[config.mk]
export PLATFORM = sky130hd
export DESIGN_NAME = param_counter
export DESIGN_NICKNAME = d
export VERILOG_FILES = /design/src/rtl/counter_pkg.sv /design/src/rtl/counter_prescaler.sv /design/src/rtl/param_counter.sv
export SDC_FILE = /design/constraint.sdc
export NUM_CORES = 1
export LEC_CHECK = 0
export ABC_AREA = 1
export ABC_CLOCK_PERIOD_IN_PS = 1390
export CAP_MARGIN = 20
export CORE_MARGIN = 3
export CORE_UTILIZATION = 45
export CTS_BUF_LIST = sky130_fd_sc_hd__clkbuf_8
export DETAILED_ROUTE_END_ITERATION = 12
export PLACE_DENSITY = 0.84
export RECOVER_POWER = 50
export SLEW_MARGIN = 20
export SYNTH_ARGS = -nofsm -noshare
export SYNTH_HDL_FRONTEND = slang
export SYNTH_SLANG_ARGS = --single-unit
[constraint.sdc]
create_clock -name clock -period 1.39 [get_ports clock]
set_input_delay 0.2085 -clock clock [delete_from_list [all_inputs] [get_ports clock]]
set_output_delay 0.2085 -clock clock [all_outputs]
set_load 0.02 [all_outputs]
[src/rtl/counter_pkg.sv]
// Shared definitions for the counter primitives: direction and mode encodings
// plus a ceil-log2 helper used to size the prescaler register.
package counter_pkg;

  localparam logic DIR_UP   = 1'b1;
  localparam logic DIR_DOWN = 1'b0;

  localparam int unsigned MODE_WRAP = 0;
  localparam int unsigned MODE_SAT  = 1;

  // ceil(log2(n)); 0 for n <= 1
  function automatic int unsigned clog2(input int unsigned n);
    int unsigned r;
    r = 0;
    if (n > 1) begin
      for (int i = 0; i < 32; i++) begin
        if (((n - 1) >> i) != 0) r = i + 1;
      end
    end
    return r;
  endfunction

endpackage

[src/rtl/counter_prescaler.sv]
// Enable prescaler: counts enabled cycles 0..PRESCALE-1 and raises tick on
// the enabled cycle that completes a period.
//   clock         rising-edge clock
//   reset         synchronous, active-high reset
//   clear_or_load restart the period (count cleared or loaded)
//   enable        count enable; the period holds while low
//   tick          step strobe, combinational from enable and the period count
module counter_prescaler
  import counter_pkg::*;
#(
  parameter int unsigned PRESCALE = 2
) (
  input  logic clock,
  input  logic reset,
  input  logic clear_or_load,
  input  logic enable,
  output logic tick
);

  localparam int unsigned CNT_W = (clog2(PRESCALE) < 1) ? 1 : clog2(PRESCALE);
  localparam logic [CNT_W-1:0] LAST = CNT_W'(PRESCALE - 1);

  logic [CNT_W-1:0] r_cnt;

  // Period counter; returns to 0 after the ticking cycle
  always_ff @(posedge clock) begin
    if (reset || clear_or_load) begin
      r_cnt <= '0;
    end else if (enable) begin
      r_cnt <= (r_cnt == LAST) ? '0 : r_cnt + CNT_W'(1);
    end
  end

  assign tick = enable && (r_cnt == LAST);

endmodule

[src/rtl/param_counter.sv]
// General-purpose counter: programmable modulus, up/down, synchronous
// clear/load, wrap or saturate at the range ends, optional enable prescaler.
//   clock, reset  rising-edge clock, synchronous active-high reset
//   enable        count enable (gates prescaler and stepping)
//   up_down       1 = up, 0 = down, sampled per step
//   clear, load   synchronous clear / load of load_value (clamped to MAX_VALUE)
//   count         registered count
//   wrap          one-cycle pulse after a wrapping step
//   sat           level, count held at a range end by the last step
//   zero          registered count == 0
module param_counter
  import counter_pkg::*;
#(
  parameter int unsigned WIDTH     = 8,
  parameter int unsigned MAX_VALUE = 2**WIDTH - 1,
  parameter int unsigned SATURATE  = MODE_WRAP,
  parameter int unsigned PRESCALE  = 1
) (
  input  logic             clock,
  input  logic             reset,
  input  logic             enable,
  input  logic             up_down,
  input  logic             clear,
  input  logic             load,
  input  logic [WIDTH-1:0] load_value,
  output logic [WIDTH-1:0] count,
  output logic             wrap,
  output logic             sat,
  output logic             zero
);

  localparam logic [WIDTH-1:0] MAX_W = WIDTH'(MAX_VALUE);

  // Reject illegal parameterisations at elaboration
  if (WIDTH < 2) begin : g_bad_width
    $error("param_counter: WIDTH must be >= 2");
  end
  if (PRESCALE < 1) begin : g_bad_prescale
    $error("param_counter: PRESCALE must be >= 1");
  end
  if (64'(MAX_VALUE) > ((64'(1) << WIDTH) - 64'(1))) begin : g_bad_max
    $error("param_counter: MAX_VALUE exceeds 2**WIDTH-1");
  end

  logic [WIDTH-1:0] r_count;
  logic             r_wrap;
  logic             r_sat;
  logic             r_zero;

  logic             w_tick;
  logic [WIDTH-1:0] w_step_count;
  logic             w_step_wrap;
  logic             w_step_sat;
  logic [WIDTH-1:0] w_load_clamped;

  // Step strobe: prescaled enable, or enable itself when PRESCALE is 1
  if (PRESCALE > 1) begin : g_prescale
    counter_prescaler #(
      .PRESCALE(PRESCALE)
    ) u_prescaler (
      .clock        (clock),
      .reset        (reset),
      .clear_or_load(clear | load),
      .enable       (enable),
      .tick         (w_tick)
    );
  end else begin : g_no_prescale
    assign w_tick = enable;
  end

  // Candidate result of a step and the clamped load value
  always_comb begin
    w_step_count = r_count;
    w_step_wrap  = 1'b0;
    w_step_sat   = 1'b0;
    if (up_down == DIR_UP) begin
      if (r_count != MAX_W) begin
        w_step_count = r_count + WIDTH'(1);
      end else if (SATURATE == MODE_SAT) begin
        w_step_sat = 1'b1;
      end else begin
        w_step_count = '0;
        w_step_wrap  = 1'b1;
      end
    end else begin
      if (r_count != '0) begin
        w_step_count = r_count - WIDTH'(1);
      end else if (SATURATE == MODE_SAT) begin
        w_step_sat = 1'b1;
      end else begin
        w_step_count = MAX_W;
        w_step_wrap  = 1'b1;
      end
    end
    w_load_clamped = (load_value > MAX_W) ? MAX_W : load_value;
  end

  // Priority: reset > clear > load > step > hold; sat holds between steps
  always_ff @(posedge clock) begin
    if (reset || clear) begin
      r_count <= '0;
      r_wrap  <= 1'b0;
      r_sat   <= 1'b0;
      r_zero  <= 1'b1;
    end else if (load) begin
      r_count <= w_load_clamped;
      r_wrap  <= 1'b0;
      r_sat   <= 1'b0;
      r_zero  <= (w_load_clamped == '0);
    end else if (w_tick) begin
      r_count <= w_step_count;
      r_wrap  <= w_step_wrap;
      r_sat   <= w_step_sat;
      r_zero  <= (w_step_count == '0);
    end else begin
      r_wrap  <= 1'b0;
    end
  end

  assign count = r_count;
  assign wrap  = r_wrap;
  assign sat   = r_sat;
  assign zero  = r_zero;

endmodule

Word level (Yosys, flattened, before mapping)

Index checks and enable logic that the tools add are counted.

Eq/ne operators: 1
Bitwise gates (word level): 1
Divide/modulo/power cells: 0
Multipliers: 0
Add/subtract/negate cells: 2
Shift operators: 0
Reduce and logical (&&, ||, !) cells: 6
Order comparisons: 1
Mux-type cells: 11

Operators with widths:

| cell                                                 | number |
|---|---|
| two-way mux 8 bit                                    | 6 |
| zero test 8 bit                                      | 2 |
| adder 8 x 1 -> 8 bit, second input constant          | 1 |
| greater-than comparator 8 bit, second input constant | 1 |
| inequality test 8 bit, second input constant         | 1 |
| nonzero test 8 bit                                   | 1 |
| subtractor 8 x 1 -> 8 bit, second input constant     | 1 |
| two-way mux 1 bit                                    | 5 |
| OR reduction 3 bit                                   | 1 |
| nonzero test 2 bit                                   | 1 |
| logical OR 1 bit                                     | 1 |
| inverter 1 bit                                       | 1 |

Bits of input ports: 14
Word-level logic and storage cells: 25
Register bits: 10
Output and inout port bits: 11
Memory bits (writable): 0
Memories kept: 0
Bits in latches: 0
ROM bits: 0

Longest topological paths before layout

Gate-level depths: netlist of run 1.

Depth in word-level cells: 6
Mapped depth: 12
Mapped depth without buffers: 12

Worst setup path after synthesis of run 1

No wires, ideal clock.

Path kind: register -> register
Start point: register r_count[0], in the netlist count[0]
End point: register r_zero, in the netlist zero
Buffers on the path: 0
Stages on the path, launching flop included: 12
Setup time: 0.059 ns
Slack: -0.224 ns
Period minus slack after synthesis: 1.614 ns
Arrival time: 1.556 ns
Path through: dfxtp_1 inv_1 ha_1 nand2_1 inv_1 o21ai_0 nand2_1 nor2_1 nand3_1 nor2_1 nand2_1 nand2_1

Word-level cells in the longest chain between the ends: 6
Elaborated cells on any way between the ends: 10
Classes of those cells: add/sub: 2; eq/ne: 1; mux: 5; reduce/logical: 2

RTL lines:

| element                                           | line                                     | source |
|---|---|---|
| start, declared                                   | param_counter.sv:45                      | `logic [WIDTH-1:0] r_count;` |
| start signal, assigned                            | param_counter.sv:106                     | `r_count <= w_load_clamped;` |
| start signal, assigned                            | param_counter.sv:111                     | `r_count <= w_step_count;` |
| subtractor 8 x 1 -> 8 bit (tied with other cells) | param_counter.sv:87                      | `w_step_count = r_count - WIDTH'(1);` |
| two-way mux 8 bit (on tied branches)              | param_counter.sv:86, param_counter.sv:77 |  |
| two-way mux 8 bit *                               | param_counter.sv:76                      | `if (up_down == DIR_UP) begin` |
| zero test 8 bit *                                 | param_counter.sv:114                     | `r_zero <= (w_step_count == '0);` |
| two-way mux 1 bit *                               | param_counter.sv:110                     | `end else if (w_tick) begin` |
| two-way mux 1 bit *                               | param_counter.sv:105                     | `end else if (load) begin` |
| end signal, assigned                              | param_counter.sv:109                     | `r_zero <= (w_load_clamped == '0);` |
| end signal, assigned                              | param_counter.sv:114                     |  |
| end, declared                                     | param_counter.sv:48                      | `logic r_zero;` |

Mark *: on every way between the ends. The rest lies on a longest branch, timed or not. The select of a mux whose other input is x is not followed.
A chain may end at the register's enable or synchronous reset.

Worst setup path in the final report of run 1

Start point: register r_count[2], in the netlist count[2]
End point: register r_zero, in the netlist zero

Same word-level chain as after synthesis.

==> run_results.csv, run 1 <==
group,metric,value,unit
status,status,"finished, violations left",
status,violations,"negative setup slack",
floorplan,initial_core_util,0.503,
setup_path,reg2reg_depth,10,
power_and_ir_drop,clockPowerShare,0.335,
power_and_ir_drop,swShare,0.349,
global_route,use_met1,0.350,
routing,num_vias,1422,
synthesis,syn_inst,161,
setup_path,rrSetupSlack,-0.09,ns
clock_tree,cts_tree,"built",
timing,finClkSkew,0.000409,ns
setup_path,critPathMaxFanout,8,
global_route,grt_pass1_wl,5670,um
routing,drt_iter0_drc,128,
clock_tree,clk_pin_slew,0.05,ns
setup_path,cpMaxStageDelayCell,"dfxtp_4",
timing,finalSetupTns,-0.0885,ns
global_route,first_global_vias,1248,
clock_tree,numCtsBuffers,3,
timing,period_needed,1.48,ns
routing,avgViaCountPerCell,6.08,
synthesis,yosys_warnings,0,
global_route,grt.total_usage,0.281,
min_path,min_path_cells,2,
min_path,hp-class,"register to register",
floorplan,core,0.00184,mm2
setup_path,crit_required,1.52,ns
routing,postRouteAntennaNets,0,
setup_path,cp_top_family,"simple AND/OR/NAND/NOR gates",
power_and_ir_drop,p_int,729,uW
setup_path,critPathMostFrequentCell,"nand2_1",
setup_path,r2r_end,"zero",
floorplan,ios,25,
flow_run,drv_cap,0,
cells_and_area,design_area,0.00155,mm2
routing,routed_wl,3980,um
synthesis,yosys-top-cells-area,"dfxtp_1 (22%), nand2_1 (17%), nand3_1 (9.7%), nor2_1 (9.3%), inv_1 (6.9%)",
timing,setup_violations,1,
synthesis,syn-num-nets,178,
synthesis,synth_top_area_cell,"dfxtp_1",
place,dpl_cell_area,0.00133,mm2
power_and_ir_drop,p_leak,0.716,nW
cells_and_area,area_growth,67.2,%
setup_path,critPathMaxStageDelay,0.38,ns
cells_and_area,layout-drive-gt1-share,0.344,
global_route,grt-busiest-layer,"met2",
synthesis,synth_enable_flop_cells,0,
cells_and_area,n_antenna_cell,0,
power_and_ir_drop,p_switching,390,uW
setup_path,criticalPathCategory,"register to register",
floorplan,die_h,51.4,um
synthesis,syn_area,926,um2
global_route,grt_use_met2,0.498,
global_route,grt_overflow,0,
synthesis,synth.cells.most_frequent,"nand2_1 (41), nor2_1 (23), nand3_1 (18)",
place,portBuffers,23,
synthesis,yosysSeqAreaShare,0.216,
clock_tree,cts_hold_buf,0,
clock_tree,clk_latency,0.24,ns
synthesis,synth.top_cell.area_share,0.216,
setup_path,start_kind,"register",
synthesis,synth_seq_cells,10,
routing,drc_errors,0,
power_and_ir_drop,p_comb_frac,0.377,
setup_path,cp_num_buf_inv,1,
global_route,grt_max_degree,9,
power_and_ir_drop,power_density,723,mW/mm2
floorplan,fp.dieW,51.4,um
setup_path,end_kind,"register",
setup_path,startpoint,"count[2]",
clock_tree,cts_max_level,1,
place,place_congestion,0.938,
global_route,antenna_found_initial,0,
timing,finalCritPeriodShare,1.06,
place,dpl.hpwl,2520,um
setup_path,path_cells,"inv_1 -> nand2_1 -> nor2_4 -> nand3_4 -> nand2_2 -> nor2_2 -> nand3_1 -> nor2_1 -> nand2_1 -> nand2_1",
synthesis,synth_ff_type,"dfxtp_1",
floorplan,num_rows,15,
setup_path,r2r-start,"count[2]",
cells_and_area,fin_nets,227,
setup_path,crit_arrival,1.61,ns
synthesis,yosysUniqueCellTypes,26,
timing,hold_viol_final,0,
floorplan,die_area,0.00264,mm2
routing,dr.pass1.iters,5,
global_route,use_met3,0.0612,
power_and_ir_drop,seqPwrFrac,0.288,
clock_tree,clock_path_buffers,2,
timing,slew_violations,0,
synthesis,synthArstFlopShare,0,
timing,max_freq,676,MHz
timing,finalWorstSetupSlack,-0.0885,ns
setup_path,cp-endpoint,"zero",
routing,wl_per_cell,17.0,um
synthesis,yosysMostFrequentCell,"nand2_1",
setup_path,worstSetupPathDepth,10,
power_and_ir_drop,peakVddDrop,0.610,mV
clock_tree,cts_sinks,10,
clock_tree,clockRootBuffer,"clkbuf_8",
timing,rsz0062_at_grt,"true",
synthesis,synth_area_per_cell,5.75,um2
## cell families after synthesis
| family | share of synthesized area |
|---|---|
| AO/OA/AOI/OAI | 0.180 |
| XOR/XNOR | 0.00946 |
| adder cells (fa/ha/maj) | 0.0405 |
| buffers and inverters | 0.104 |
| flip-flops | 0.216 |
| other | 0.00405 |
| AND/OR/NAND/NOR | 0.446 |
## power groups by stage
stage	clock network (mW)	logic [mW]	registers [mW]
5_1_grt	0.383	0.455	0.324
6_report	0.375	0.422	0.323
4_1_cts	0.365	0.351	0.321
3_5_place_dp	0	0.341	0.325
3_3_place_gp	0	0.334	0.324
2_1_floorplan	0	0.177	0.336
## worst register-to-register path, delay by kind of cell (launching register included)
| kind | cells | cell delay (ns) |
|---|---|---|
| and+or+nand+nor | 9 | 0.84 |
| DFF | 1 | 0.38 |
| buffers and inverters | 1 | 0.13 |
## placed cells by master, fill, tap and decap left out, drive strengths merged, types with 8 or more instances in the layout
cell	netlist	routed
nor2	25	25
clkdlybuf4s50	0	14
dfxtp	10	10
inv	18	18
o21ai	12	12
nand3	19	19
nand2	44	44
dlygate4sd2	0	8
buf	4	25
## final cells by class
class	instances	area, um2
clock buffer	4	55.1
inverter	19	76.3
sequential	10	215
timing repair buffer	48	402
tap	25	31.3
multi-input combinational	128	768
fill	112	292
## per-layer routing
layer,vias to the layer above,wire length (um)
met4,0,206
li1,631,-
met3,35,458
met1,629,1490
met2,127,1820
met5,-,0
## timing repair
action,in CTS,in global routing
setup buffers,1,3
setup endpoints to repair,12,10
gates resized for setup,24,34
pin swaps,8,15
## sequential cells by signal, summed over array words and instances (netlist names)
register  count
zero          1
wrap          1
count         8
## through the flow
step	hold WS, ns	power [mW]	instances	utilization	setup slack, ns
2_1_floorplan	0.369	0.514	161	-	0.0183
3_3_place_gp	0.515	0.658	226	0.722	-0.0869
3_5_place_dp	0.512	0.667	226	0.722	-0.145
4_1_cts	0.547	1.04	231	0.773	0.000558
5_1_grt	0.594	1.16	234	0.841	-0.241
6_report	0.553	1.12	234	0.841	-0.0885
## worst min path at each step
stage | from | end | slack (ns)
final | count[1] | count[1] | 0.55
after global routing | count[1] | count[1] | 0.59
after CTS | count[1] | count[1] | 0.55
after detailed placement | count[1] | count[1] | 0.51
after global placement | count[1] | count[1] | 0.51
after floorplan | load_value[1] | count[1] | 0.37
No activity file was read; power rests on OpenSTA's default activity.
==> run 2: changes to the inputs <==
- ABC_AREA: 1 -> unset
- CORE_UTILIZATION: 45 -> 30
- PLACE_DENSITY: 0.84 -> 0.62
==> run_results.csv, run 2 <==
group,metric,value,unit
synthesis,yosys_warnings,0,
cells_and_area,n_fill_cell,276,
timing,rsz0062_at_grt,"true",
clock_tree,clockRootBuffer,"clkbuf_8",
timing,slew_violations,0,
clock_tree,clk_latency,0.23,ns
power_and_ir_drop,p_int,741,uW
cells_and_area,fin_nets,218,
timing,finClkSkew,0.00286,ns
setup_path,crit_required,1.55,ns
cells_and_area,layout-drive-gt1-share,0.437,
clock_tree,cts_max_level,1,
power_and_ir_drop,power_density,614,mW/mm2
timing,period_needed,1.82,ns
floorplan,core,0.00290,mm2
power_and_ir_drop,peakVddDrop,0.434,mV
synthesis,synth_area_per_cell,7.16,um2
floorplan,ios,25,
cells_and_area,final_common_cell,"buf_4",
min_path,hp-class,"register to register",
clock_tree,cts_sinks,10,
place,place_ws,-0.569,ns
synthesis,synth_enable_flop_cells,0,
cells_and_area,design_area,0.00176,mm2
power_and_ir_drop,seqPwrFrac,0.300,
power_and_ir_drop,p_switching,341,uW
place,portBuffers,23,
timing,finalWorstSetupSlack,-0.434,ns
synthesis,synthArstFlopShare,0,
timing,hold_viol_final,0,
floorplan,die_h,62.8,um
routing,dr.pass1.iters,4,
place,dpl_cell_area,0.00157,mm2
clock_tree,cts_hold_buf,0,
global_route,grt_overflow,0,
clock_tree,cts_tree,"built",
routing,avgViaCountPerCell,5.44,
synthesis,syn-num-nets,152,
synthesis,yosysUniqueCellTypes,48,
timing,setup_violations,9,
global_route,antenna_found_initial,0,
setup_path,critPathMaxFanout,7,
synthesis,synth.top_cell.area_share,0.207,
clock_tree,numCtsBuffers,3,
synthesis,yosysSeqAreaShare,0.207,
floorplan,fp.dieW,62.8,um
global_route,first_global_vias,1333,
clock_tree,clk_pin_slew,0.04,ns
timing,finalCritPeriodShare,1.31,
global_route,grt.total_usage,0.177,
synthesis,syn_inst,135,
status,status,"finished, violations left",
place,dpl.hpwl,2630,um
power_and_ir_drop,swShare,0.315,
power_and_ir_drop,p_comb_frac,0.437,
routing,drt_iter0_drc,69,
synthesis,synth_top_area_cell,"dfxtp_1",
synthesis,synth_seq_cells,10,
power_and_ir_drop,clockPowerShare,0.263,
routing,num_vias,1310,
cells_and_area,final_cell_mix,"buf_4 (49), nor2_1 (13), clkdlybuf4s50_1 (13), a21oi_1 (10), nand2_1 (9)",
global_route,grt_pass1_wl,5700,um
synthesis,yosys-top-cells-area,"dfxtp_1 (21%), a21oi_1 (6.7%), nor2_1 (5.0%), ha_1 (3.9%), nand2_1 (3.5%)",
routing,routed_wl,3610,um
setup_path,criticalPathCategory,"register to register",
power_and_ir_drop,p_leak,0.768,nW
synthesis,synth.cells.most_frequent,"a21oi_1 (13), nor2_1 (13), dfxtp_1 (10)",
synthesis,synth_ff_type,"dfxtp_1",
flow_run,drv_cap,0,
floorplan,die_area,0.00394,mm2
routing,wl_per_cell,15.0,um
setup_path,end_kind,"register",
timing,max_freq,548,MHz
routing,drc_errors,0,
floorplan,num_rows,19,
floorplan,initial_core_util,0.333,
place,place_congestion,0.861,
clock_tree,clock_path_buffers,2,
routing,postRouteAntennaNets,0,
setup_path,start_kind,"register",
synthesis,syn_area,967,um2
global_route,grt_max_degree,12,
cells_and_area,area_growth,82.3,%
cells_and_area,largest_register_ffs,8,
cells_and_area,n_antenna_cell,0,
status,violations,"negative setup slack",
setup_path,crit_arrival,1.98,ns
[run 2: cells by family (layout without fill, tap and decap cells)]
kind of cell	count (synthesis)	in the layout	synth area share
simple gates	53	53	0.298
flops	10	10	0.207
xor+xnor	3	3	0.0272
mux	2	2	0.0207
other cells	1	1	0.00388
fa+ha+maj	3	3	0.0388
compound gates	45	45	0.323
buf+inv	18	82	0.0815
[run 2: final timing paths]
check	startpoint	endpoint	slack, ns	cells past startpoint
max reg2reg	count[2]	count[3]	-0.43	4
max	count[2]	count[3]	-0.43	4
min reg2reg	zero	zero	0.52	2
min	zero	zero	0.52	2
[run 2: power by group through the flow]
stage | logic [mW] | registers (mW) | clock network, mW
3_3_place_gp | 0.401 | 0.326 | 0
5_1_grt | 0.509 | 0.327 | 0.320
3_5_place_dp | 0.405 | 0.326 | 0
4_1_cts | 0.432 | 0.320 | 0.293
6_report | 0.473 | 0.324 | 0.285
2_1_floorplan | 0.189 | 0.337 | 0
[run 2: worst max-delay path, cell delays in order (launching register included)]
cell and delay [ns]:
dfxtp_4 0.36, or3_4 0.38, or4_4 0.48, a311o_1 0.39, a21oi_2 0.14
[run 2: layout make-up]
| class | count | area (um2) | share of cell area |
|---|---|---|---|
| clock buffer | 3 | 41.3 | 0.0234 |
| inverter | 6 | 27.5 | 0.0156 |
| multi-input combinational | 107 | 845 | 0.479 |
| sequential | 10 | 218 | 0.123 |
| tap | 42 | 52.6 | 0.0298 |
| timing repair buffer | 73 | 579 | 0.329 |
[run 2: through the flow]
| stage | util | power (mW) | std cells | hold slack, ns | TNS, ns |
|---|---|---|---|---|---|
| after floorplan | - | 0.526 | 135 | 0.346 | -2.10 |
| after global placement | 0.541 | 0.728 | 235 | 0.510 | -4.42 |
| after detailed placement | 0.541 | 0.731 | 235 | 0.488 | -4.74 |
| after CTS | 0.578 | 1.05 | 239 | 0.518 | -3.28 |
| after global routing | 0.608 | 1.16 | 241 | 0.578 | -3.29 |
| final | 0.608 | 1.08 | 241 | 0.516 | -2.73 |
[run 2: per-layer routing]
layer	up-vias	share of wire	global-route usage
met5	-	0	0
met3	5	0.046	0.0252
met2	44	0.52	0.328
met4	0	0.013	0.0689
met1	629	0.42	0.201
li1	632	-	-
[run 2: timing repair]
item,CTS,global route
endpoints found under the setup margin,18,14
setup buffers,1,3
resized for setup,21,23
pin swaps,4,13
==> variant, RTL diff (config.mk and constraints of run 2) <==
Add an input register stage for `enable`, `up_down`, `clear`, `load` and `load_value`, without a reset; this delays them by one clock. Comments in the files are not updated.
--- a/src/rtl/param_counter.sv
+++ b/src/rtl/param_counter.sv
@@ -32,4 +32,18 @@
   localparam logic [WIDTH-1:0] MAX_W = WIDTH'(MAX_VALUE);
 
+  logic enable_q;
+  logic up_down_q;
+  logic clear_q;
+  logic load_q;
+  logic [WIDTH-1:0] load_value_q;
+
+  always_ff @(posedge clock) begin
+    enable_q     <= enable;
+    up_down_q    <= up_down;
+    clear_q      <= clear;
+    load_q       <= load;
+    load_value_q <= load_value;
+  end
+
   // Reject illegal parameterisations at elaboration
   if (WIDTH < 2) begin : g_bad_width
@@ -61,10 +75,10 @@
       .clock        (clock),
       .reset        (reset),
-      .clear_or_load(clear | load),
-      .enable       (enable),
+      .clear_or_load(clear_q | load_q),
+      .enable       (enable_q),
       .tick         (w_tick)
     );
   end else begin : g_no_prescale
-    assign w_tick = enable;
+    assign w_tick = enable_q;
   end
 
@@ -74,5 +88,5 @@
     w_step_wrap  = 1'b0;
     w_step_sat   = 1'b0;
-    if (up_down == DIR_UP) begin
+    if (up_down_q == DIR_UP) begin
       if (r_count != MAX_W) begin
         w_step_count = r_count + WIDTH'(1);
@@ -93,15 +107,15 @@
       end
     end
-    w_load_clamped = (load_value > MAX_W) ? MAX_W : load_value;
+    w_load_clamped = (load_value_q > MAX_W) ? MAX_W : load_value_q;
   end
 
   // Priority: reset > clear > load > step > hold; sat holds between steps
   always_ff @(posedge clock) begin
-    if (reset || clear) begin
+    if (reset || clear_q) begin
       r_count <= '0;
       r_wrap  <= 1'b0;
       r_sat   <= 1'b0;
       r_zero  <= 1'b1;
-    end else if (load) begin
+    end else if (load_q) begin
       r_count <= w_load_clamped;
       r_wrap  <= 1'b0;
Function: changed (a bounded check fails within 4 cycles, from zero or initial values).
==> variant against run 2 <==
- the run still ends with setup timing left
- final area grew 15%
- sequential cell count grew 12
- via count grew 6.9%
- count of clock-buffer cells in the layout grew 1
- power grew 51%
- sequential share of layout area grew 10 points
- area after synthesis grew 29%
- routed wire length grew 5.0%
- setup slack gained 0.058 ns
- clock skew shrank 0.0013 ns
- critical path depth grew 2
- final cell count grew 6.2%
- largest cell class unchanged
- largest power group is now sequential cells
- highest routed layer unchanged
==> variant: results (changes against run 2) <==
[critical_path]
r2r_cells = 6  ; +2
critPathMaxFanout = 3  ; -4
cp_slowest_cell = or3_4
slowest_delay_ns = 0.39  ; -0.09 ns
critPathArrivalTime_ns = 1.92  ; -0.06 ns
path_buf_inv = 1  ; +1

[run_status]
violations = setup timing
status = finished, violations left

[synth]
ys_seq_area_share_pct = 35.3  ; +15 points
ys_types = 47  ; -2.1%
synth_fp_nets = 169  ; +11%
synth_adder_area_share_pct = 3.01  ; -0.87 points
synth_compound_area_share_pct = 27.0  ; -5.4 points
synthMuxAreaShare_pct = 2.41  ; +0.34 points
ys_top_cells_by_count = dfxtp_1 (22), nor2_1 (14), a21oi_1 (10)
synth-xor-area-share_pct = 2.11  ; -0.61 points
ys_warn_count = 0  ; unchanged
ys_ff_latch = 22  ; +12
synth.area.top_cells = dfxtp_1 (35%), nor2_1 (4.2%), a21oi_1 (4.0%), ha_1 (3.0%), nand2_1 (2.7%)

[clocking]
cts-resized-gates = 28  ; +33%
post-cts-setup-buffers = 0  ; -1
clk_latency_ns = 0.26  ; +0.03 ns
cts.clk_slew.worst_paths_ns = 0.07  ; +0.03 ns

[place]
place_hpwl_mm = 2.85  ; +8.1%
gp_congestion = 0.947  ; +9.9%
placed_area_um2 = 1860  ; +19%
port_buffers = 23  ; unchanged

[pwr]
p_leak_nw = 0.840  ; +9.4%
vdd_drop_max_v = 0.000599  ; +38%

[grt]
grt_max_degree = 17  ; +5
met2_usage_pct = 26.0  ; -6.8 points
track_usage_pct = 15.2  ; -2.5 points
grt_pass1_wl_mm = 6.11  ; +7.1%
grt.met1_usage_pct = 18.9  ; -1.2 points
grt_pass1_vias = 1346  ; +0.98%

[cells_and_area]
clk_share_pct = 2.72  ; +0.38 points
n_fill_cell = 345  ; +25%
n_clock_buffer = 4  ; +1
comb.multi_input.count = 112  ; +4.7%
layout.area.seq_um2 = 460  ; +110%
nNonClkBuffers = 63  ; -14%
num-nets-final = 226  ; +3.7%
final-nonclk-buf-share_pct = 26.8  ; -6.1 points
layout-drive-gt1-share_pct = 40.9  ; -2.9 points
multi_input_area_share_pct = 43.2  ; -4.7 points

[sta]
setup_tns_ns = -2.72  ; +0.0182 ns
setup_viol = 9  ; unchanged
setup_ws_ns = -0.376  ; +0.0579 ns

[drt]
wl_met2_mm = 1.86  ; -0.85%
dr_wl_met3_um = 234  ; +42%
wl_per_cell_um = 14.8  ; -1.1%
vias_per_cell = 5.47  ; +0.68%
wirelength_met1_mm = 1.62  ; +7.1%
drtIter0Drc = 78  ; +13%

[hold_path]
holdCritPathClass = in -> reg
hold_depth = 1  ; -1

-- variant: cell count changes after synthesis, moves of 3 or more --
cell            run 2  this run
o31ai_1             0         4
nand4_1             4         0
a31oi_1             1         4
buf_2               6         1
dfxtp_1            10        22
a21oi_1            13        10
nor4_1              0         3
-- variant: power by group --
group / internal (mW) / switching [mW]
logic: 0.262 / 0.233
registers: 0.660 / 0.0296
clock network: 0.252 / 0.196
-- variant: path summary, 6_finish.rpt --
path,from,to
worst max-delay path,count[0],count[3]
worst min register to register,load_value_q[4],count[4]
worst min-delay path,load_value[7],load_value_q[7]
worst max register to register,count[0],count[3]
-- variant: stage by stage --
step | cells | hold slack, ns | utilization [%] | worst slack, ns
after floorplan | 152 | 0.236 | - | -0.452
after global routing | 256 | 0.398 | 52.9 | -0.494
after global placement | 252 | 0.456 | 48.7 | -0.440
final | 256 | 0.384 | 52.9 | -0.376
after detailed placement | 252 | 0.465 | 48.7 | -0.429
after CTS | 256 | 0.378 | 51.3 | -0.405
